===== config.mk =====
export PLATFORM = sky130hd
export DESIGN_NAME = dm_jtag_dtm
export DESIGN_NICKNAME = d
export VERILOG_FILES = /design/src/rtl/dm_jtag_dtm.sv
export SDC_FILE = /design/constraint.sdc
export NUM_CORES = 1
export LEC_CHECK = 0
export ABC_CLOCK_PERIOD_IN_PS = 1950
export CAP_MARGIN = 20
export CORE_ASPECT_RATIO = 1.5
export CORE_MARGIN = 3
export CORE_UTILIZATION = 45
export DETAILED_ROUTE_END_ITERATION = 12
export PLACE_DENSITY = 0.7
export SLEW_MARGIN = 20
export SYNTH_ARGS = -nofsm -noshare
export SYNTH_HDL_FRONTEND = slang
export SYNTH_SLANG_ARGS = --single-unit

===== constraint.sdc =====
create_clock -name clk -period 1.95 [get_ports clk]
set_input_delay 0.195 -clock clk [delete_from_list [all_inputs] [get_ports clk]]
set_output_delay 0.195 -clock clk [all_outputs]
set_load 0.02 [all_outputs]

===== src/rtl/dm_jtag_dtm.sv =====
`default_nettype none
// ============================================================================
//  Module   : dm_jtag_dtm
//  Purpose  : JTAG Debug Transport Module. Oversamples the JTAG pins in the
//             clk domain and turns DMI scans into single DMI transactions.
//  Revision : 1.0  initial release
// ============================================================================
module dm_jtag_dtm #(
    parameter logic [31:0] IDCODE      = 32'h1000_0563,
    parameter int          SYNC_STAGES = 2
) (
    input  logic        clk,
    input  logic        resetn,
    input  logic        tck,
    input  logic        tms,
    input  logic        tdi,
    output logic        tdo,
    output logic        dmi_valid,
    input  logic        dmi_ready,
    output logic        dmi_write,
    output logic [8:2]  dmi_addr,
    output logic [31:0] dmi_wdata,
    input  logic [31:0] dmi_rdata
);

    localparam logic [4:0] IR_IDCODE = 5'h01;
    localparam logic [4:0] IR_DTMCS  = 5'h10;
    localparam logic [4:0] IR_DMI    = 5'h11;
    localparam logic [1:0] OP_READ   = 2'd1;
    localparam logic [1:0] OP_WRITE  = 2'd2;

    typedef enum logic [3:0] {
        TLR, RTI,
        SEL_DR, CAP_DR, SH_DR, EX1_DR, PA_DR, EX2_DR, UP_DR,
        SEL_IR, CAP_IR, SH_IR, EX1_IR, PA_IR, EX2_IR, UP_IR
    } tap_state_t;

    logic [SYNC_STAGES-1:0] tck_sync;
    logic [SYNC_STAGES-1:0] tms_sync;
    logic [SYNC_STAGES-1:0] tdi_sync;
    logic                   tck_prev;
    logic                   tck_s;
    logic                   tms_s;
    logic                   tdi_s;
    logic                   rise;
    logic                   fall;

    tap_state_t  tap;
    tap_state_t  tap_next;
    logic [4:0]  ir;
    logic [4:0]  ir_shift;
    logic [40:0] dr_shift;
    logic [31:0] last_rdata;
    logic [1:0]  sticky;
    logic        pending;
    logic        discard;
    logic        handshake;
    logic        pending_eff;
    logic [31:0] dtmcs_capture;
    logic [1:0]  dmi_status;
    logic [1:0]  upd_op;

    always_ff @(posedge clk) begin
        if (!resetn) begin
            tck_sync <= '0;
            tms_sync <= '0;
            tdi_sync <= '0;
            tck_prev <= 1'b0;
        end else begin
            tck_sync <= {tck_sync[SYNC_STAGES-2:0], tck};
            tms_sync <= {tms_sync[SYNC_STAGES-2:0], tms};
            tdi_sync <= {tdi_sync[SYNC_STAGES-2:0], tdi};
            tck_prev <= tck_s;
        end
    end

    assign tck_s = tck_sync[SYNC_STAGES-1];
    assign tms_s = tms_sync[SYNC_STAGES-1];
    assign tdi_s = tdi_sync[SYNC_STAGES-1];
    assign rise  = tck_s & ~tck_prev;
    assign fall  = ~tck_s & tck_prev;

    // A handshake in this clk retires the request before any scan event sees it.
    assign handshake     = dmi_valid & dmi_ready;
    assign pending_eff   = pending & ~handshake;
    assign dtmcs_capture = {17'd0, 3'd1, sticky, 6'd7, 4'd1};
    assign dmi_status    = ((sticky != 2'd0) || pending_eff) ? 2'b11 : 2'b00;
    assign upd_op        = dr_shift[1:0];

    always_comb begin
        tap_next = tap;
        case (tap)
            TLR:    tap_next = tms_s ? TLR    : RTI;
            RTI:    tap_next = tms_s ? SEL_DR : RTI;
            SEL_DR: tap_next = tms_s ? SEL_IR : CAP_DR;
            CAP_DR: tap_next = tms_s ? EX1_DR : SH_DR;
            SH_DR:  tap_next = tms_s ? EX1_DR : SH_DR;
            EX1_DR: tap_next = tms_s ? UP_DR  : PA_DR;
            PA_DR:  tap_next = tms_s ? EX2_DR : PA_DR;
            EX2_DR: tap_next = tms_s ? UP_DR  : SH_DR;
            UP_DR:  tap_next = tms_s ? SEL_DR : RTI;
            SEL_IR: tap_next = tms_s ? TLR    : CAP_IR;
            CAP_IR: tap_next = tms_s ? EX1_IR : SH_IR;
            SH_IR:  tap_next = tms_s ? EX1_IR : SH_IR;
            EX1_IR: tap_next = tms_s ? UP_IR  : PA_IR;
            PA_IR:  tap_next = tms_s ? EX2_IR : PA_IR;
            EX2_IR: tap_next = tms_s ? UP_IR  : SH_IR;
            UP_IR:  tap_next = tms_s ? SEL_DR : RTI;
            default: tap_next = TLR;
        endcase
    end

    always_ff @(posedge clk) begin
        if (!resetn) begin
            tap        <= TLR;
            ir         <= IR_IDCODE;
            ir_shift   <= 5'd0;
            dr_shift   <= 41'd0;
            last_rdata <= 32'd0;
            sticky     <= 2'd0;
            pending    <= 1'b0;
            discard    <= 1'b0;
            tdo        <= 1'b0;
            dmi_valid  <= 1'b0;
            dmi_write  <= 1'b0;
            dmi_addr   <= 7'd0;
            dmi_wdata  <= 32'd0;
        end else begin
            if (handshake) begin
                dmi_valid <= 1'b0;
                pending   <= 1'b0;
                discard   <= 1'b0;
                if (!dmi_write && !discard) begin
                    last_rdata <= dmi_rdata;
                end
            end

            if (rise) begin
                tap <= tap_next;
                if (tap_next == TLR) begin
                    ir <= IR_IDCODE;
                end
                case (tap)
                    CAP_IR: ir_shift <= 5'b00001;
                    SH_IR:  ir_shift <= {tdi_s, ir_shift[4:1]};
                    CAP_DR: begin
                        case (ir)
                            IR_IDCODE: dr_shift <= {9'd0, IDCODE};
                            IR_DTMCS:  dr_shift <= {9'd0, dtmcs_capture};
                            IR_DMI: begin
                                dr_shift <= {dmi_addr, last_rdata, dmi_status};
                                if (pending_eff) begin
                                    sticky <= 2'b11;
                                end
                            end
                            default:   dr_shift <= 41'd0;
                        endcase
                    end
                    SH_DR: begin
                        case (ir)
                            IR_IDCODE, IR_DTMCS: dr_shift <= {9'd0, tdi_s, dr_shift[31:1]};
                            IR_DMI:              dr_shift <= {tdi_s, dr_shift[40:1]};
                            default:             dr_shift <= {40'd0, tdi_s};
                        endcase
                    end
                    default: ;
                endcase
            end

            if (fall) begin
                if (tap == SH_DR) begin
                    tdo <= dr_shift[0];
                end else if (tap == SH_IR) begin
                    tdo <= ir_shift[0];
                end else begin
                    tdo <= 1'b0;
                end

                if (tap == UP_IR) begin
                    ir <= ir_shift;
                end

                if (tap == UP_DR) begin
                    if (ir == IR_DTMCS) begin
                        if (dr_shift[17]) begin
                            sticky  <= 2'd0;
                            discard <= 1'b1;
                        end else if (dr_shift[16]) begin
                            sticky <= 2'd0;
                        end
                    end else if (ir == IR_DMI && (upd_op == OP_READ || upd_op == OP_WRITE)) begin
                        // A busy or sticky-error DTM drops the request rather than queueing it.
                        if (!pending_eff && sticky == 2'd0) begin
                            dmi_addr  <= dr_shift[40:34];
                            dmi_wdata <= dr_shift[33:2];
                            dmi_write <= (upd_op == OP_WRITE);
                            dmi_valid <= 1'b1;
                            pending   <= 1'b1;
                        end else begin
                            sticky <= 2'b11;
                        end
                    end
                end
            end
        end
    end

endmodule
`default_nettype wire

=== After elaboration in Yosys (flattened, before gate mapping) ===
Index checks and enable logic that the tools add are counted.

* Eq/ne operators: 20
* Muxes and demuxes: 52
* Bitwise operators: 8
* Reduce and logical (&&, ||, !) cells: 22

{| class="wikitable"
|+ Operator list
! kind !! number
|-
| case mux 41 bit (2 select lines) || 2
|-
| case mux 41 bit (3 select lines) || 1
|-
| case mux 4 bit (12 select lines) || 1
|-
| equality test 4 bit, second input constant || 8
|-
| two-way mux 2 bit || 15
|-
| two-way mux 1 bit || 22
|-
| two-way mux 5 bit || 4
|-
| equality test 4 x 3 -> 1 bit, second input constant || 4
|-
| two-way mux 4 bit || 4
|-
| equality test 5 bit, second input constant || 2
|-
| case mux 5 bit (2 select lines) || 1
|-
| equality test 4 x 2 -> 1 bit, second input constant || 2
|-
| zero test 4 bit || 2
|-
| two-way mux 3 bit || 2
|-
| AND reduction 2 bit || 3
|-
| nonzero test 2 bit || 3
|-
| OR reduction 2 bit || 3
|-
| equality test 5 x 1 -> 1 bit, second input constant || 1
|-
| AND reduction 5 bit || 1
|-
| bitwise AND 1 bit || 4
|-
| equality test 4 x 1 -> 1 bit, second input constant || 1
|-
| NOT 1 bit || 4
|-
| logical AND 1 bit || 3
|-
| zero test 1 bit || 3
|-
| 5 further kinds || 6
|}

* Register bits: 140
* Input bits: 38
* Output and inout port bits: 42

=== Logic depth before layout (Yosys ltp) ===
* Depth after elaboration: 12
* Gate-level depth with buffers: 8
* Mapped depth without buffers: 6

=== Worst setup path before layout ===
No wires, ideal clock.

* Path kind: flip-flop to flip-flop
* From: register dr_shift[0]
* To: register dmi_addr[2] (netlist name)
* Arrival time: 1.675 ns
* Required time: 1.878 ns
* Setup slack: 0.204 ns
* Cell stages (with the launch flop): 8
* Cells stage by stage: dfxtp_1 -> inv_1 -> ha_1 -> and3b_1 -> nand4_2 -> nor2_4 -> buf_8 -> mux2i_1

* Word-level cells in the longest chain between the ends: 4
* Elaborated cells between the ends (all ways): 5
* Those cells by class: eq/ne: 2; reduce/logical: 3

{| class="wikitable"
|+ Ends and longest elaborated chain
! element !! line !! source
|-
| from (decl) || 52 || <nowiki>logic [40:0] dr_shift;</nowiki>
|-
| from (signal assigned) || 148 || <nowiki>IR_IDCODE: dr_shift <= {9'd0, IDCODE};</nowiki>
|-
| from (signal assigned) || 149 || <nowiki>IR_DTMCS: dr_shift <= {9'd0, dtmcs_capture};</nowiki>
|-
| from (signal assigned) || 151 || <nowiki>dr_shift <= {dmi_addr, last_rdata, dmi_status};</nowiki>
|-
| equality test 2 x 1 -> 1 bit / equality test 2 bit (equally long branches) || 191 || <nowiki>end else if (ir == IR_DMI && (upd_op == OP_READ || upd_op == OP_WRITE)) begin</nowiki>
|-
| logical OR 1 bit (*) || 191 ||
|-
| logical AND 1 bit (*) || 191 ||
|-
| AND reduction 5 bit (no line) (*) || n/a ||
|-
| to (signal assigned) || 194 || <nowiki>dmi_addr <= dr_shift[40:34];</nowiki>
|-
| to (decl) || 21 || <nowiki>output logic [8:2] dmi_addr,</nowiki>
|}

Every way passes the cells marked *; elsewhere a longest branch is shown, timed or not.
A chain may end at the register's enable or synchronous reset.

=== Worst setup path in the final report ===
* From: register tap[2]
* To: register dr_shift[26]

* Word-level cells in the longest chain between the ends: 3
* Elaborated cells between the ends (all ways): 5
* Those cells by class: eq/ne: 2; mux: 1; reduce/logical: 2

{| class="wikitable"
|+ Ends and longest elaborated chain
! element !! line !! source
|-
| from (decl) || 48 || <nowiki>tap_state_t tap;</nowiki>
|-
| from (signal assigned) || 139 || <nowiki>tap <= tap_next;</nowiki>
|-
| equality test 4 x 3 -> 1 bit / equality test 4 x 2 -> 1 bit (equally long branches) || 143 || <nowiki>case (tap)</nowiki>
|-
| nonzero test 2 bit (no line) || n/a ||
|-
| AND reduction 2 bit (no line) || n/a ||
|}

Parallel ways exist; a longest one is shown, timed or not.

==> impl_metrics.json <==
{
  "status": "completed",
  "rsz0062_at_grt": "false",
  "fill_cells": 1207,
  "syn_inst": 741,
  "grt_pass1_vias": 5566,
  "grt_use_total": 0.2301,
  "dieWidth_um": 102.4,
  "diodes": 0,
  "cts_buffer_depth": 2,
  "crit_path_start_kind": "flop",
  "fin_crit_sh": 0.9557,
  "powerDensity_nw_per_um2": 795.8,
  "worstHoldStart": "resetn",
  "setup_violations": 0,
  "vdd_ir_drop_max_mv": 0.5204,
  "dp_slack_ns": 0.07901,
  "p_leak_uw": 0.002786,
  "clock_latency_ns": 0.42,
  "synth_edf_count": 0,
  "fin_nets": 850,
  "netlist-cell-type-count": 65,
  "die_h_um": 150.6,
  "num_vias": 5747,
  "io_pins": 80,
  "reg2reg_from": "tap[2]",
  "r2r.worst_path.cells": 7,
  "root_buffer": "clkbuf_16",
  "drt_pass1_iterations": 5,
  "cts.sink_count": 140,
  "synth_top_area_cell": "dfxtp_1",
  "fmax_mhz": 536.6,
  "top_usage_layer": "met2",
  "core_um2": 13600,
  "grt_max_degree": 50,
  "post_cts_buffers": 0,
  "hp-class": "input pin to flop",
  "globalplace.congestion": 0.9442,
  "cts_tree": "built",
  "drv_slew": 0,
  "grtUsageMet2": 0.4027,
  "syn_area_um2": 6276,
  "fin_total_pwr_uw": 6338,
  "portBuffers": 79,
  "synth_seq_cells": 140,
  "synth.top_cell.area_share": 0.4466,
  "gr-usage-met1": 0.2682,
  "fin_tns_setup_ns": 0,
  "crit_type": "flop to flop",
  "grt_overflow": 0,
  "cp.arrival_ns": 2.20,
  "max_slew_margin": 0.6640,
  "wirelength_um": 17270,
  "die_area_um2": 15430,
  "setup_ws_ns": 0.08648,
  "r2r_slack_ns": 0.09,
  "viasPerCell": 5.829,
  "ys_seq_area_frac": 0.4466,
  "ant_nets": 0,
  "clk_pin_slew_ns": 0.06,
  "min_to": "last_rdata[29]",
  "yosysWarnings": 0,
  "worst_setup_path_end_kind": "flop",
  "cts_buffers": 17,
  "synth.area.top_cells": "dfxtp_1, nand2_1, a21oi_1, nand3_1, o21ai_0",
  "final_core_utilization": 0.5857,
  "antenna_found_initial": 0,
  "drive_above_1_share": 0.1299,
  "min_path_cells": 3,
  "grtUsageMet3": 0.03616,
  "ctsHtreeMaxLevel": 4,
  "synth_flop_cell": "dfxtp_1",
  "initial_core_util": 0.4615,
  "finClkSkew_ns": 0.006547,
  "postSynthAreaPerCell_um2": 8.470,
  "crit_required_ns": 2.29,
  "syn_nets": 780,
  "async_reset_ff_frac": 0,
  "drc": 0,
  "wire_per_inst_um": 17.52,
  "syn_to_final_growth_pct": 26.89,
  "first_iter_violations": 340,
  "crit_fanout": 38,
  "drv_cap": 0,
  "worst_slew_pin_slew_ns": 0.5030,
  "hold_viol_final": 0,
  "grt_pass1_wl_um": 27700,
  "rows": 52,
  "place_hpwl_um": 12270,
  "fin_crit_ns": 1.864,
  "hold_buffers": 0,
  "r2r_end": "dr_shift[26]"
}
## how the worst max path moves through the flow
stage,startpoint,cells after the start,end,slack [ns]
after floorplan,dr_shift[0],7,dmi_addr[2],0.20
after global placement,tap[0],5,dr_shift[29],0.12
after detailed placement,tap[1],6,dr_shift[29],0.08
after CTS,tap[1],6,dr_shift[29],0.07
after global routing,tap[2],6,dmi_wdata[9],0.002
final,tap[2],7,dr_shift[26],0.09
## stage by stage
step	hold WS [ns]	instances	area [µm²]
after floorplan	0.3223	741	6276
after global placement	0.4147	954	7368
after detailed placement	0.4196	954	7368
after CTS	0.2489	986	7963
after global routing	0.2853	986	7964
final	0.2564	986	7964
## layout make-up
| cell class | instances | area (µm²) | area share |
|---|---|---|---|
| Multi-Input combinational cell | 528 | 3147 | 0.3951 |
| Clock inverter | 14 | 155.1 | 0.01948 |
| Sequential cell | 140 | 2803 | 0.3519 |
| Inverter | 5 | 18.77 | 0.002357 |
| Clock buffer | 18 | 439.2 | 0.05515 |
| Tap cell | 162 | 202.7 | 0.02545 |
| Timing Repair Buffer | 119 | 1199 | 0.1505 |
## critical path, stage by stage (launching register included)
cell and delay (ns):
dfxtp_1 0.33, buf_4 0.21, or4b_1 0.52, buf_12 0.21
nor2_4 0.14, buf_12 0.16, nand4_1 0.10, o211ai_1 0.11
## cells in the mapped netlist, types with 3 or more instances
| cell type | n |
|---|---|
| dfxtp_1 | 140 |
| nand2_1 | 123 |
| a21oi_1 | 80 |
| nand3_1 | 61 |
| o21ai_0 | 58 |
| clkbuf_1 | 46 |
| mux2i_1 | 28 |
| and3_1 | 20 |
| nor2_1 | 18 |
| a221oi_2 | 11 |
| o22ai_1 | 11 |
| and2_1 | 10 |
| a32oi_1 | 9 |
| buf_2 | 8 |
| nor2b_1 | 8 |
| buf_4 | 7 |
| nor3_1 | 6 |
| a31oi_1 | 5 |
| inv_1 | 5 |
| nand4_1 | 5 |
| a221oi_1 | 4 |
| a2bb2oi_1 | 4 |
| buf_1 | 3 |
| buf_6 | 3 |
| mux2_2 | 3 |
| nand2b_1 | 3 |
| nand3b_1 | 3 |
| o211ai_1 | 3 |
| o2bb2ai_1 | 3 |
| o31ai_1 | 3 |
| or4b_1 | 3 |
## where the power goes
part | switching [µW] | internal [µW] | leakage (µW)
clock network | 1310 | 1940 | 0.000282
registers | 10.1 | 2870 | 0.00113
logic | 108 | 103 | 0.00137
total | 1430 | 4910 | 0.00279
## routing by layer
metal	wire (µm)	vias to the layer above
met3	712	38
met4	638	0
met5	0	-
met2	9100	177
met1	6819	2712
li1	-	2820
## cells in the final DEF (no fill, tap or decap), types with 18 or more instances in the layout
| cell | n |
|---|---|
| mux2i_1 | 28 |
| a21oi_1 | 80 |
| nor2_1 | 18 |
| dfxtp_1 | 140 |
| buf_4 | 31 |
| o21ai_0 | 58 |
| nand3_1 | 61 |
| nand2_1 | 123 |
| clkdlybuf4s50_1 | 78 |
| and3_1 | 20 |
## state kept, by name (all words and copies together) (netlist names), 2 cells and up
register	count
dr_shift	41
dmi_wdata	32
last_rdata	32
dmi_addr	7
ir	5
ir_shift	5
tap	4
sticky	2
tck_sync	2
tdi_sync	2
tms_sync	2
## repair_timing
item | in CTS | in global routing
endpoints found under the hold margin | 0 | 0
setup endpoints to repair | 0 | 8
resized for setup | 0 | 1
## logic make-up after synthesis
family          after synthesis  synth area share
buf+inv                      73           0.05482
flops                       140            0.4466
simple gates                282            0.2249
xor+xnor                      3          0.004187
fa+ha+maj                     1          0.001993
compound gates              211            0.2175
mux                          31           0.05004
(Power assumes the default switching activity.)
==> RTL change 1: new RTL, same flow settings <==
Set the parameter `SYNC_STAGES` to 4 (it was 2).
--- a/src/rtl/dm_jtag_dtm.sv
+++ b/src/rtl/dm_jtag_dtm.sv
@@ -9,3 +9,3 @@
     parameter logic [31:0] IDCODE      = 32'h1000_0563,
-    parameter int          SYNC_STAGES = 2
+    parameter int          SYNC_STAGES = 4
 ) (
Behaviour: no difference found for any inputs over 4 cycles, from zero or initial values and one cycle with resetn low; that may be too few to reach the edited logic, so the function may still have changed.
==> RTL change 1 against the original RTL <==
Final area is 1.6% lower; sequential cell count is 6 higher; maximum frequency up 0.20%; area after synthesis decreased by 3.2%; critical endpoint is now dr_shift[12]; setup slack better by 3.6 ps; power increased by 5.9%; wire length shrank 7.0%; largest power group unchanged; critical path type unchanged.
==> RTL change 1: results (changes against the original RTL) <==
status:
  outcome: "completed"
layout:
  layout-drive-gt1-share: 0.120  # -0.00936
  ff_latch_area_mm2: 0.00292  # +4.3%
  reg_top3: "dr_shift x41, dmi_wdata x32, last_rdata x32"
  final_cells: 964  # -2.2%
  layout.nets: 831  # -2.2%
  n_fill_cell: 1115  # -7.6%
clock_network:
  clock_latency_ps: 410
  cts.path.max_buffers: 2  # unchanged
  numCtsBuffers: 17  # unchanged
  clockRootBuffer: "clkbuf_16"
placement:
  port_buffers: 79  # unchanged
  placed_cells: 932  # -2.3%
  pre_cts_slack_ps: -170  # -249 ps
  dpl.hpwl_um: 11100  # -9.8%
  placed_area_mm2: 0.00715  # -3.0%
  finalWeightedCongestion: 0.843  # -11%
sta:
  period_minus_slack_ps: 1860  # -3.65 ps
  worst_slew_pin_slew_ps: 778  # +275 ps
  fin_skew_ps: 8.13  # +1.58 ps
  hold_ws_ps: 155  # -101 ps
logic_synthesis:
  ys_seq_area_frac: 0.481  # +0.0348
  synth.area.top_cells: "dfxtp_1 (48%), nand2_1 (10%), mux2i_1 (7.4%), a21oi_1 (6.0%), o21ai_0 (2.6%)"
  syn_inst: 713  # -3.8%
  synth_cell_types: 61  # -6.2%
  async_flop_share: 0  # unchanged
  synth_nets: 752  # -3.6%
  synthTopCellsByCount: "nand2_1 (167), dfxtp_1 (146), a21oi_1 (73), mux2i_1 (45), clkbuf_1 (36)"
pwr:
  power.switching_w: 0.00136  # -4.7%
  clockPowerShare: 0.526  # +0.014
  seqPwrFrac: 0.446  # -0.008
  comb-power_w: 0.000188  # -11%
  ir_drop_v: 0.000629  # +21%
  p_leak_nw: 2.70  # -3.1%
critical_path:
  crit_fanout: 19  # -50%
  arrival_ps: 2190
  max_stage_delay_ps: 580  # +60 ps
  crit_end: "dr_shift[12]"
  rr_worst_depth: 6  # -1
  r2r_start: "tap[1]"
detailed_routing:
  wl_met2_um: 8650  # -5.0%
  via_per_inst: 5.57  # -4.5%
  wl_met3_um: 653  # -8.3%
  drt-met1-wl_um: 6230  # -8.6%
  wl_per_cell_um: 16.7  # -4.9%
  drt_iter0_drc: 366  # +7.6%
global_routing:
  grt_antenna_before_repair: 0  # unchanged
  grt_max_degree: 59  # +18%
  grt_use_total: 0.221  # -0.00907
  grt_use_met2: 0.403  # about the same
  grtUsageMet1: 0.243  # -0.0253
  grt_pass1_wl_um: 26400  # -4.7%
  first_global_vias: 5481  # -1.5%
  grt_util_met3: 0.0413  # +0.00513
hold_path:
  hold-path-endpoint: "dr_shift[24]"
RTL change 1: layout make-up:
| class | count | share of cell area |
|---|---|---|
| Clock inverter | 13 | 0.0265 |
| Inverter | 6 | 0.00287 |
| Timing Repair Buffer | 115 | 0.145 |
| Tap cell | 159 | 0.0254 |
| Multi-Input combinational cell | 506 | 0.372 |
| Sequential cell | 146 | 0.373 |
| Clock buffer | 19 | 0.0552 |
RTL change 1: kinds of logic after synthesis:
family | after synthesis | share of synthesized area
xor gates and xnor gates | 2 | 0.00289
buffers and inverters | 61 | 0.0443
and+or+nand+nor | 282 | 0.212
adders and majority gates | 1 | 0.00206
DFF | 146 | 0.481
muxes | 54 | 0.0909
AOI/OAI and AO/OA | 167 | 0.166
RTL change 1: what timing repair did:
item | in CTS | in global routing
resized for setup | 0 | 12
endpoints found under the setup margin | 0 | 62
buffers inserted | 0 | 0
==> RTL change 2: new RTL, config.mk and constraints unchanged <==
Without the edit above. Reset style: asynchronous (`resetn`), changed in 2 clocked blocks.
--- a/src/rtl/dm_jtag_dtm.sv
+++ b/src/rtl/dm_jtag_dtm.sv
@@ -62,3 +62,3 @@
 
-    always_ff @(posedge clk) begin
+    always_ff @(posedge clk or negedge resetn) begin
         if (!resetn) begin
@@ -112,3 +112,3 @@
 
-    always_ff @(posedge clk) begin
+    always_ff @(posedge clk or negedge resetn) begin
         if (!resetn) begin
Check against the original RTL: same outputs for any inputs over 10 cycles, from zero or initial values and one cycle with resetn low; that may be too few to reach the edited logic, so the function may still have changed.
==> RTL change 2 against the original RTL <==
Worst hold slack lost 31 ps; global-route usage shrank 2.9 points; maximum frequency shrank 1.4%; setup slack lost 27 ps; final area shrank 1.7%; sequential cell count is the same; wire length shrank 16%; area after synthesis shrank 3.2%; critical path depth is the same; largest cell class is now registers.
Power is not compared: it rests on default switching activity, and its combinational part moved more than twofold at a synthesized area within 25%.
==> RTL change 2: results (changes against the original RTL) <==
critical_path:
  rr_worst_depth: 7  # unchanged
  arrival_ps: 2170  # -30 ps
  crit_fanout: 18  # -53%
hold_path:
  min_path_cells: 1  # -2
logic_synthesis:
  synth_nets: 578  # -26%
  synth.area.top_cells: "dfrtp_1 (57%), mux2_2 (13%), nand2_1 (4.5%), a21oi_1 (3.5%), a31oi_1 (2.4%)"
  ys_seq_area_frac: 0.577  # +0.130
  synth_mux_area_frac: 0.133  # +0.0833
  synth_fa_ha_area_frac: 0.00206  # +0.0000665
  synth_cell_types: 48  # -26%
  yosys_warnings: 0  # unchanged
  synthTopCellsByCount: "dfrtp_1 (139), nand2_1 (73), mux2_2 (70), a21oi_1 (43), clkbuf_1 (29)"
  async_flop_share: 1.00  # +1.00
  synth-main-ff-cell: "dfrtp_1"
  synth-compound-area-share: 0.147  # -0.0706
  syn_inst: 539  # -27%
  synthXorXnorAreaFrac: 0.00288  # -0.00130
placement:
  dpl.hpwl_um: 9940  # -19%
  finalWeightedCongestion: 0.812  # -14%
  placed_cells: 769  # -19%
  port_buffers: 79  # unchanged
global_routing:
  grt_util_met3: 0.0460  # +0.00983
  first_global_vias: 4707  # -15%
  grt_use_total: 0.202  # -0.0286
  grtUsageMet1: 0.240  # -0.0277
  grt_pass1_wl_um: 23600  # -15%
  grt_use_met2: 0.349  # -0.0534
  grt_max_degree: 60  # +20%
detailed_routing:
  drt_iter0_drc: 263  # -23%
  dr_total_vias: 4607  # -20%
  first_pass_iters: 4  # -1
  drt-total-wl_um: 14500  # -16%
layout:
  n_fill_cell: 1021  # -15%
  layout-drive-gt1-share: 0.230  # +0.0998
  reg_top3: "dr_shift x41, dmi_wdata x32, last_rdata x32"
  final_cells: 799  # -19%
  layout.nets: 669  # -21%
status:
  outcome: "completed"
sta:
  fin_skew_ps: 11.7  # +5.20 ps
  slew-limit-headroom: 0.630  # -0.0342
clock_network:
  clock_latency_ps: 410
RTL change 2: cell type report:
cell class | count | area share
Clock buffer | 21 | 0.0575
Clock inverter | 8 | 0.0123
Inverter | 9 | 0.00432
Multi-Input combinational cell | 349 | 0.305
Sequential cell | 140 | 0.448
Tap cell | 159 | 0.0254
Timing Repair Buffer | 113 | 0.147
RTL change 2: per-layer routing:
metal,share of wire,wire length [um]
met5,0,0
met4,0.027,386
met3,0.049,710
met2,0.54,7750
met1,0.39,5620
RTL change 2: stage by stage:
stage	util	setup slack [ps]	instance area, um2
floorplan	-	93.9	6070
global placement	0.552	57.2	7220
detailed placement	0.552	-84.1	7220
CTS	0.596	17.4	7800
global route	0.598	-11.0	7830
finish	0.598	59.4	7830
RTL change 2: cell families after synthesis:
logic type / after synthesis
and+or+nand+nor: 127
adders and majority gates: 1
xor gates and xnor gates: 2
buffers and inverters: 50
DFF: 140
AOI/OAI and AO/OA: 147
muxes: 72
RTL change 2: path summary, 6_finish.rpt:
kind                        startpoint  slack, ps       endpoint
max                        dr_shift[0]         60    dmi_addr[7]
min                                tck        230    tck_sync[0]
max reg2reg                dr_shift[0]         60    dmi_addr[7]
min reg2reg                tck_sync[0]        340    tck_sync[1]
max in group asynchronous       resetn        930  dmi_wdata[21]
min in group asynchronous       resetn        330  last_rdata[7]
RTL change 2: worst max-delay path, stage by stage, from the launching register on:
cell and delay, ps:
dfrtp_1 380, inv_2 80, ha_4 200, and3b_1 220
and4_4 260, nand3_4 110, buf_12 190, mux2_1 320
RTL change 2: what timing repair did:
item                       4_1_cts  5_1_grt
resized for setup                3        9
hold buffers                     1        0
setup endpoints to repair       40       40
hold endpoints to repair        54        0
RTL change 2: power by group:
| group | switching, W | internal [W] | total, W |
|---|---|---|---|
| combinational | 0.00110 | 0.000820 | 0.00192 |
| clock | 0.00113 | 0.00189 | 0.00301 |
| sequential | 0.000337 | 0.00330 | 0.00363 |
